`src/rtl/uart_tx_arbiter.sv`:
```
// Packet-granular round-robin arbiter sharing one UART byte transmitter.
// Holds the grant until a packet's last byte drains; a lock timeout frees stalled owners.
module uart_tx_arbiter #(
  parameter int unsigned NUM_REQ      = 3,
  parameter int unsigned LOCK_TIMEOUT = 65535
) (
  input  logic                   i_clk,
  input  logic                   i_rst,
  input  logic [NUM_REQ-1:0]     i_req_valid,
  input  logic [8*NUM_REQ-1:0]   i_req_data,
  input  logic [NUM_REQ-1:0]     i_req_last,
  output logic [NUM_REQ-1:0]     o_req_ready,
  output logic                   o_tx_start,
  output logic [7:0]             o_tx_data,
  input  logic                   i_tx_busy,
  output logic [1:0]             o_grant_id,
  output logic                   o_grant_active,
  output logic                   o_timeout_pulse
);

  localparam int unsigned IDW   = 2;
  localparam int unsigned SLOTS = 4;
  localparam int unsigned BYTEW = 8;
  localparam int unsigned DATAW = SLOTS * BYTEW;
  localparam int unsigned CNTW  = 16;
  localparam int unsigned RRW   = 3;

  localparam logic [IDW-1:0]  LAST_GRANT_RST = IDW'(NUM_REQ - 1);
  localparam logic [CNTW-1:0] TO_LIMIT       = CNTW'(LOCK_TIMEOUT);
  localparam logic [CNTW-1:0] CNT_MAX        = '1;
  localparam bit              TO_EN          = (LOCK_TIMEOUT != 0);

  if (NUM_REQ < 2 || NUM_REQ > 4) begin : g_bad_num_req
    $error("uart_tx_arbiter: NUM_REQ must be in 2..4");
  end
  if (LOCK_TIMEOUT > 65535) begin : g_bad_timeout
    $error("uart_tx_arbiter: LOCK_TIMEOUT must fit in 16 bits");
  end

  typedef enum logic [1:0] {
    S_IDLE   = 2'd0,
    S_GRANT  = 2'd1,
    S_LAUNCH = 2'd2,
    S_DRAIN  = 2'd3
  } state_t;

  state_t             r_state;
  logic [IDW-1:0]     r_grant_id;
  logic [IDW-1:0]     r_last_grant;
  logic               r_grant_active;
  logic               r_tx_start;
  logic [BYTEW-1:0]   r_tx_data;
  logic               r_last_flag;
  logic [CNTW-1:0]    r_to_cnt;
  logic               r_timeout_pulse;

  state_t             w_state_nxt;
  logic [IDW-1:0]     w_grant_id_nxt;
  logic [IDW-1:0]     w_last_grant_nxt;
  logic               w_tx_start_nxt;
  logic [BYTEW-1:0]   w_tx_data_nxt;
  logic               w_last_flag_nxt;
  logic [CNTW-1:0]    w_to_cnt_nxt;
  logic               w_timeout_nxt;

  logic [SLOTS-1:0]   w_valid4;
  logic [SLOTS-1:0]   w_last4;
  logic [DATAW-1:0]   w_data4;
  logic [NUM_REQ-1:0] w_req_ready;
  logic               w_accept;
  logic               w_rr_any;
  logic [IDW-1:0]     w_rr_id;
  logic [RRW-1:0]     w_rr_idx;

  // Requester buses widened to four slots so a 2-bit id always indexes in range.
  assign w_valid4 = SLOTS'(i_req_valid);
  assign w_last4  = SLOTS'(i_req_last);
  assign w_data4  = DATAW'(i_req_data);

  // Ready depends only on state, grant holder and transmitter busy.
  always_comb begin
    w_req_ready = '0;
    for (int i = 0; i < int'(NUM_REQ); i++) begin
      w_req_ready[i] = (r_state == S_GRANT) && !i_tx_busy && (r_grant_id == IDW'(i));
    end
  end

  assign w_accept = |(w_req_ready & i_req_valid);

  // Round-robin search from last_grant+1; descending scan lets the nearest slot win.
  always_comb begin
    w_rr_any = 1'b0;
    w_rr_id  = r_last_grant;
    w_rr_idx = '0;
    for (int k = int'(NUM_REQ); k >= 1; k--) begin
      w_rr_idx = RRW'(r_last_grant) + RRW'(k);
      if (w_rr_idx >= RRW'(NUM_REQ)) begin
        w_rr_idx = w_rr_idx - RRW'(NUM_REQ);
      end
      if (w_valid4[w_rr_idx[IDW-1:0]]) begin
        w_rr_any = 1'b1;
        w_rr_id  = w_rr_idx[IDW-1:0];
      end
    end
  end

  // Next-state and next-output logic.
  always_comb begin
    w_state_nxt      = r_state;
    w_grant_id_nxt   = r_grant_id;
    w_last_grant_nxt = r_last_grant;
    w_tx_start_nxt   = 1'b0;
    w_tx_data_nxt    = r_tx_data;
    w_last_flag_nxt  = r_last_flag;
    w_to_cnt_nxt     = r_to_cnt;
    w_timeout_nxt    = 1'b0;

    case (r_state)
      S_IDLE: begin
        w_to_cnt_nxt = '0;
        if (w_rr_any) begin
          w_grant_id_nxt = w_rr_id;
          w_state_nxt    = S_GRANT;
        end
      end
      S_GRANT: begin
        if (w_accept) begin
          w_tx_data_nxt   = w_data4[{r_grant_id, 3'b000} +: BYTEW];
          w_last_flag_nxt = w_last4[r_grant_id];
          w_to_cnt_nxt    = '0;
          w_tx_start_nxt  = 1'b1;
          w_state_nxt     = S_LAUNCH;
        end else if (TO_EN && (r_to_cnt == TO_LIMIT)) begin
          // Stalled owner: abandon the partial packet and move the pointer past it.
          w_timeout_nxt    = 1'b1;
          w_last_grant_nxt = r_grant_id;
          w_state_nxt      = S_IDLE;
        end else if (!w_valid4[r_grant_id] && (r_to_cnt != CNT_MAX)) begin
          w_to_cnt_nxt = r_to_cnt + CNTW'(1);
        end
      end
      S_LAUNCH: begin
        if (i_tx_busy) begin
          w_state_nxt = S_DRAIN;
        end
      end
      S_DRAIN: begin
        if (!i_tx_busy) begin
          if (r_last_flag) begin
            w_last_grant_nxt = r_grant_id;
            w_state_nxt      = S_IDLE;
          end else begin
            w_state_nxt = S_GRANT;
          end
        end
      end
      default: begin
        w_state_nxt = S_IDLE;
      end
    endcase
  end

  // State and registered outputs.
  always_ff @(posedge i_clk) begin
    if (i_rst) begin
      r_state         <= S_IDLE;
      r_grant_id      <= '0;
      r_last_grant    <= LAST_GRANT_RST;
      r_grant_active  <= 1'b0;
      r_tx_start      <= 1'b0;
      r_tx_data       <= '0;
      r_last_flag     <= 1'b0;
      r_to_cnt        <= '0;
      r_timeout_pulse <= 1'b0;
    end else begin
      r_state         <= w_state_nxt;
      r_grant_id      <= w_grant_id_nxt;
      r_last_grant    <= w_last_grant_nxt;
      r_grant_active  <= (w_state_nxt != S_IDLE);
      r_tx_start      <= w_tx_start_nxt;
      r_tx_data       <= w_tx_data_nxt;
      r_last_flag     <= w_last_flag_nxt;
      r_to_cnt        <= w_to_cnt_nxt;
      r_timeout_pulse <= w_timeout_nxt;
    end
  end

  assign o_req_ready     = w_req_ready;
  assign o_tx_start      = r_tx_start;
  assign o_tx_data       = r_tx_data;
  assign o_grant_id      = r_grant_id;
  assign o_grant_active  = r_grant_active;
  assign o_timeout_pulse = r_timeout_pulse;

endmodule

```
`config.mk`:
```
export PLATFORM = sky130hd
export DESIGN_NAME = uart_tx_arbiter
export DESIGN_NICKNAME = d
export VERILOG_FILES = /design/src/rtl/uart_tx_arbiter.sv
export SDC_FILE = /design/constraint.sdc
export NUM_CORES = 1
export LEC_CHECK = 0
export ABC_AREA = 1
export CAP_MARGIN = 20
export CELL_PAD_IN_SITES_DETAIL_PLACEMENT = 0
export CELL_PAD_IN_SITES_GLOBAL_PLACEMENT = 1
export CORE_UTILIZATION = 35
export CTS_BUF_LIST = sky130_fd_sc_hd__clkbuf_16
export DETAILED_ROUTE_END_ITERATION = 8
export PLACE_DENSITY_LB_ADDON = 0.1
export SLEW_MARGIN = 20
export SYNTH_ARGS = -nofsm -noshare
export SYNTH_HDL_FRONTEND = slang
export SYNTH_SLANG_ARGS = --single-unit
```
`constraint.sdc`:
```
create_clock -name i_clk -period 2.4 [get_ports i_clk]
set_clock_uncertainty 0.2 [all_clocks]
set_input_delay 0.24 -clock i_clk [delete_from_list [all_inputs] [get_ports i_clk]]
set_output_delay 0.24 -clock i_clk [all_outputs]
set_load 0.01 [all_outputs]
```
==> qor.yml, run 1 <==
status:
  status: "complete, no violations"
global_route:
  grt_pass1_vias: 2176
  antenna_found_initial: 0
  grt-ovfl-total: 0
  grt_use_total: 0.189
  grt_max_degree: 18
  grt_pass1_wl_microns: 9750
floorplan:
  initial_core_util: 0.366
  dieArea_sq_um: 6580
  die_y_microns: 81.1
  io-pin-count: 49
  core-area_sq_um: 5990
  dieWidth_microns: 81.1
  num_rows: 28
routing:
  first_iter_violations: 63
  routed_wl_microns: 5580
  viasPerCell: 4.70
  drtPass1Iterations: 4
  avgRoutedWirePerCell_microns: 11.7
  num_vias: 2243
  final_antenna_net_count: 0
  drc: 0
min_path:
  hold_end: "o_tx_data[5]"
  min_path_cells: 2
  hold_path.startpoint: "o_tx_data[5]"
  hold_class: "reg -> reg"
place:
  placed_area_sq_um: 2750
  place_congestion: 0.807
  place.port_buffers: 48
  hpwl_microns: 4160
critical_path:
  crit_slowest_cell: "clkdlybuf4s50_1"
  cp_max_fo: 5
  start_kind: "flop"
  timing.rr.start: "r_last_grant[0]"
  r2r_cells: 10
  worstPathBufferInverterCount: 3
  worst-setup-path-type: "reg -> out"
  end_kind: "output port"
  crit_chain: "inv_2 > nand2_1 > nor2_2 > inv_1 > nor2_1 > clkdlybuf4s50_1"
  r2r_end: "o_grant_active"
  worstPathRequired_ns: 1.96
  worstPathArrival_ns: 1.75
  slowest_delay_ns: 0.54
  r2r_setup_slack_ns: 0.34
  path_delay_family: "buffers and inverters"
synth:
  synth-seq-cells: 34
  yosysMostFrequentCell: "nand2_1"
  syn_area_sq_um: 2190
  ys_warn_count: 0
  synth_edf_count: 0
  yosysTopAreaCell: "dfxtp_1"
  synth_top_area_frac: 0.311
  avgSynthCellArea_sq_um: 6.28
  synth_cells: 349
  yosys-top-cells-count: "nand2_1, nand3_1, nor2_1"
  synth-main-ff-cell: "dfxtp_1"
  async_flop_share: 0
  seq_area_frac_synth: 0.311
  yosys.cell_types.count: 29
  synth_area_leaders: "dfxtp_1, nand2_1, nand3_1, nor2_1, a21oi_1"
  synthesis.nets: 386
clocking:
  clk_pin_slew_ns: 0.05
  root_buffer: "clkbuf_16"
  insertion_delay_ns: 0.28
  cts_hold_buf: 0
  cts.path.max_buffers: 2
  h-tree-depth: 2
  postCtsSetupRepairBufs: 0
  numCtsBuffers: 5
  cts_tree: "done"
  cts_sinks: 34
timing:
  max-slew-margin-rel: 0.708
  worstMarginPinSlew_ns: 0.438
  fin_crit_ns: 2.19
  fin_crit_sh: 0.912
  drv_slew: 0
  whs_ns: 0.280
  setup_tns_ns: 0
  setup_violations: 0
  timing_hold_violations_final: 0
  grt_setup_unrepaired: "false"
  timing.fmax_mhz: 457
flow_run:
  max-cap-violations: 0
cells_and_area:
  layout.nets: 438
  diodes: 0
  nFillCells: 643
  drive_gt1_frac: 0.0697
  multiInputGateArea_sq_um: 1320
  ff_latch_area_sq_um: 681
  areaGrowthSynthToFinish_pct: 31.7
  fin_area_sq_um: 2890
pwr:
  vdd_drop_max_uv: 278
  cellPowerDensity_nw_per_um2: 593
  power_leakage_nw: 1.25
  fin_total_pwr_w: 0.00171
==> state kept, by name, indices dropped and copies added, names as in the netlist <==
signal,count
o_grant_active,1
r_last_grant,2
r_to_cnt,16
r_state,2
o_grant_id,2
o_timeout_pulse,1
o_tx_data,8
r_last_flag,1
o_tx_start,1
==> worst max path at each step <==
stage / startpoint / endpoint / depth (start not counted)
2_1_floorplan: r_last_grant[0] / o_grant_active / 10
3_3_place_gp: i_tx_busy / o_req_ready[0] / 5
3_5_place_dp: i_tx_busy / o_req_ready[0] / 5
4_1_cts: r_state[1] / o_req_ready[0] / 6
5_1_grt: r_state[1] / o_req_ready[2] / 6
6_report: r_state[1] / o_req_ready[2] / 6
==> layout by cell type (no fill, tap or decap), drive strengths merged <==
| cell type | netlist | routed |
|---|---|---|
| a21oi | 27 | 27 |
| buf | 5 | 6 |
| clkbuf | 4 | 5 |
| clkdlybuf4s50 | 0 | 47 |
| clkinv | 3 | 5 |
| dfxtp | 34 | 34 |
| dlymetal6s2s | 0 | 1 |
| ha | 4 | 4 |
| inv | 31 | 32 |
| nand2 | 108 | 108 |
| nand3 | 49 | 49 |
| nand3b | 2 | 2 |
| nand4 | 5 | 5 |
| nor2 | 52 | 52 |
| nor3 | 4 | 4 |
| o21a | 1 | 1 |
| o21ai | 12 | 12 |
| o21bai | 1 | 1 |
| xnor2 | 1 | 1 |
| xor2 | 6 | 6 |
==> power by group <==
group          leakage (nW)  switching (W)  internal, W
Clock                0.0724       0.000230     0.000375
Combinational         0.898       0.000282     0.000195
Sequential            0.276      0.0000315     0.000598
Total                  1.25       0.000544      0.00117
==> cell type report <==
| class | instances | share of cell area |
|---|---|---|
| Tap cell | 75 | 0.0325 |
| Multi-Input combinational cell | 272 | 0.457 |
| Sequential cell | 34 | 0.236 |
| Clock inverter | 3 | 0.00433 |
| Inverter | 34 | 0.0442 |
| Clock buffer | 5 | 0.0433 |
| Timing Repair Buffer | 54 | 0.183 |
==> logic make-up after synthesis <==
family / count (synthesis) / share of synthesized area
simple gates: 220 / 0.452
flops: 34 / 0.311
compound gates: 41 / 0.0993
buf+inv: 43 / 0.0873
xor+xnor: 7 / 0.0280
fa+ha+maj: 4 / 0.0228
==> worst reg2reg max path: cells and delay by family (launching register included) <==
| family | cells | cell delay [ns] |
|---|---|---|
| simple gates | 6 | 0.59 |
| fa+ha+maj | 1 | 0.35 |
| flops | 1 | 0.33 |
| buf+inv | 2 | 0.29 |
| compound gates | 1 | 0.19 |
==> through the flow <==
step                cells  worst slack, ns   util
finish                477            0.211  0.482
global route          477           0.0480  0.482
CTS                   477           0.0923  0.482
detailed placement    469            0.264  0.459
global placement      469            0.290  0.459
floorplan             349            0.448      -
==> per-layer routing <==
layer	part of all wire	GRT usage	up-vias
li1	-	-	1228
met2	0.46	0.311	38
met1	0.49	0.242	974
met5	0	0	-
met3	0.046	0.0506	3
met4	0.0070	0.0482	0
==> what timing repair did <==
action	4_1_cts	5_1_grt
setup endpoints to repair	0	1
endpoints found under the hold margin	0	0
resized for setup	0	1
No activity file was read; power rests on OpenSTA's default activity.
==> run 2: changes to the inputs <==
--- a/config.mk
+++ b/config.mk
@@ -9,9 +9,10 @@
 export CAP_MARGIN = 20
 export CELL_PAD_IN_SITES_DETAIL_PLACEMENT = 0
 export CELL_PAD_IN_SITES_GLOBAL_PLACEMENT = 1
-export CORE_UTILIZATION = 35
-export CTS_BUF_LIST = sky130_fd_sc_hd__clkbuf_16
+export CORE_UTILIZATION = 45
+export CTS_BUF_LIST = sky130_fd_sc_hd__clkbuf_2 sky130_fd_sc_hd__clkbuf_4 sky130_fd_sc_hd__clkbuf_8
 export DETAILED_ROUTE_END_ITERATION = 8
+export DONT_BUFFER_PORTS = 1
 export PLACE_DENSITY_LB_ADDON = 0.1
 export SLEW_MARGIN = 20
 export SYNTH_ARGS = -nofsm -noshare
==> run 2 against run 1 <==
  * Clock power is 25% lower
  * Sequential cell count did not move
  * Combinational power fell by 26%
  * Global-route usage up 2.8 points
  * Final cell count fell by 14%
  * Largest power group unchanged
==> qor.yml, run 2 (same netlist as run 1, synthesis figures left out) <==
status:
  status: "complete, no violations"
routing:
  routed_wl_microns: 5200  # -6.7%
  drc: 0  # unchanged
  first_iter_violations: 166  # +160%
  viasPerCell: 5.28  # +12%
  num_vias: 2160  # -3.7%
  drtPass1Iterations: 4  # unchanged
  final_antenna_net_count: 0  # unchanged
  avgRoutedWirePerCell_microns: 12.7  # +8.8%
cells_and_area:
  drive_gt1_frac: 0.0732  # +0.00359
  fin_cells: 409  # -14%
  layout_common_cells: "nand2_1, nor2_1, nand3_1"
  largest-register: "r_to_cnt"
  areaGrowthSynthToFinish_pct: 7.48
  largest_reg_flops: 16  # unchanged
  layout.nets: 391  # -11%
  fin_util: 0.502  # +0.0201
  nFillCells: 522  # -19%
  diodes: 0  # unchanged
  final_common_cell: "nand2_1"
timing:
  fin_crit_ns: 2.03  # -0.156 ns
  timing.fmax_mhz: 492  # +7.7%
  worstMarginPinSlew_ns: 0.677  # +0.239 ns
  layout_setup_ws_ns: 0.367  # +0.156 ns
  fin_crit_sh: 0.847  # -0.0649
  timing_hold_violations_final: 0  # unchanged
  max-slew-margin-rel: 0.547  # -0.160
  grt_setup_unrepaired: "false"
  setup_violations: 0  # unchanged
  drv_slew: 0  # unchanged
  setup_tns_ns: 0  # unchanged
critical_path:
  cp_max_fo: 18  # +13
  crit_chain: "inv_1 > nand3_1 > nand3_2 > nand2_4 > inv_1 > nor3_1 > nand2_1 > a21oi_1"
  end_kind: "flop"
  start_kind: "flop"
  path_delay_family: "simple AND/OR/NAND/NOR gates"
  worstPathRequired_ns: 2.41  # +0.45 ns
  crit_slowest_cell: "dfxtp_1"
  slowest_delay_ns: 0.54  # about the same
  worstPathArrival_ns: 2.04  # +0.29 ns
  worstPathBufferInverterCount: 2  # -1
  worst-setup-path-type: "reg -> reg"
  cpMostUsedCell: "inv_1"
pwr:
  vdd_drop_max_uv: 331  # +19%
  power_leakage_nw: 1.03  # -17%
  cellPowerDensity_nw_per_um2: 617  # +4.1%
  fin_total_pwr_w: 0.00145  # -15%
clocking:
  root_buffer: "clkbuf_8"
  cts_tree: "done"
  clk_pin_slew_ns: 0.07  # +0.02 ns
  h-tree-depth: 2  # unchanged
  cts_sinks: 34  # unchanged
  cts.path.max_buffers: 2  # unchanged
  insertion_delay_ns: 0.29  # about the same
  numCtsBuffers: 5  # unchanged
  ctsResizeCount: 0  # unchanged
floorplan:
  io-pin-count: 49  # unchanged
  core-area_sq_um: 4690  # -22%
  die_y_microns: 71.8  # -12%
  num_rows: 25  # -11%
  dieArea_sq_um: 5150  # -22%
  dieWidth_microns: 71.8  # -12%
  initial_core_util: 0.467  # +0.101
global_route:
  use_met1: 0.280  # +0.0382
  grt_pass1_vias: 1907  # -12%
  grt_pass1_wl_microns: 8760  # -10%
  grt_use_met3: 0.0633  # +0.0127
  top_usage_layer: "met2"
  grt_use_total: 0.217  # +0.0281
  grt_max_degree: 19  # +1
  grtUsageMet2: 0.350  # +0.0392
  antenna_found_initial: 0  # unchanged
  grt-ovfl-total: 0  # unchanged
flow_run:
  max-cap-violations: 0  # unchanged
place:
  pre_cts_ws_ns: 0.355  # +0.0911 ns
  hpwl_microns: 3760  # -9.6%
  place.port_buffers: 0  # -100%
  placed_cells: 396  # -16%
  place_congestion: 0.827  # +2.4%
min_path:
  hold_class: "in -> reg"
-- run 2: cell types whose count changed in the layout (fill, tap and decap cells not counted), sizes merged --
cell / before / now
clkdlybuf4s50: 47 / 0
dlygate4sd3: 0 / 5
buf: 6 / 2
clkbuf: 5 / 7
clkinv: 5 / 4
dlymetal6s2s: 1 / 0
inv: 32 / 31
-- run 2: tightest hold or removal path, stage by stage --
cell and delay [ns]:
nand2_1 0.03, nand3_1 0.05, o21ai_0 0.07, nor2_1 0.07
-- run 2: repair_timing --
action,4_1_cts,5_1_grt
setup buffers,0,0
endpoints found under the hold margin,22,0
hold buffers,5,0
-- run 2: cell type report --
cell class	instances	area, sq um	area share
Sequential cell	34	681	0.289
Multi-Input combinational cell	272	1320	0.560
Tap cell	54	67.6	0.0287
Timing Repair Buffer	7	65.1	0.0276
Inverter	34	128	0.0542
Clock inverter	1	5.00	0.00212
Clock buffer	7	90.1	0.0382
-- run 2: path summary, 6_finish.rpt --
path | startpoint | endpoint | slack (ns) | depth (start not counted)
hold / removal | i_req_data[10] | o_tx_data[2] | 0.02 | 4
hold reg to reg | r_last_grant[1] | r_last_grant[1] | 0.29 | 2
setup reg to reg | o_grant_id[0] | r_to_cnt[3] | 0.37 | 8
setup / recovery | o_grant_id[0] | r_to_cnt[3] | 0.37 | 8
-- run 2: routing by layer --
layer	part of all wire	wire length (microns)
met5	0	0
met1	0.47	2430
met4	0.010	52
met3	0.062	324
met2	0.46	2390
-- run 2: through the flow --
step	instance area (sq um)	hold WS, ns
after global routing	2360	0.0451
final	2360	0.0226
after detailed placement	2210	0.113
after CTS	2360	0.0243
after global placement	2210	0.112
after floorplan	2190	0.228
-- run 2: power by group --
| group | internal [W] | switching (W) | leakage, nW |
|---|---|---|---|
| logic | 0.000109 | 0.000247 | 0.702 |
| registers | 0.000598 | 0.0000454 | 0.276 |
| clock network | 0.000243 | 0.000212 | 0.0517 |
| total | 0.000950 | 0.000504 | 1.03 |
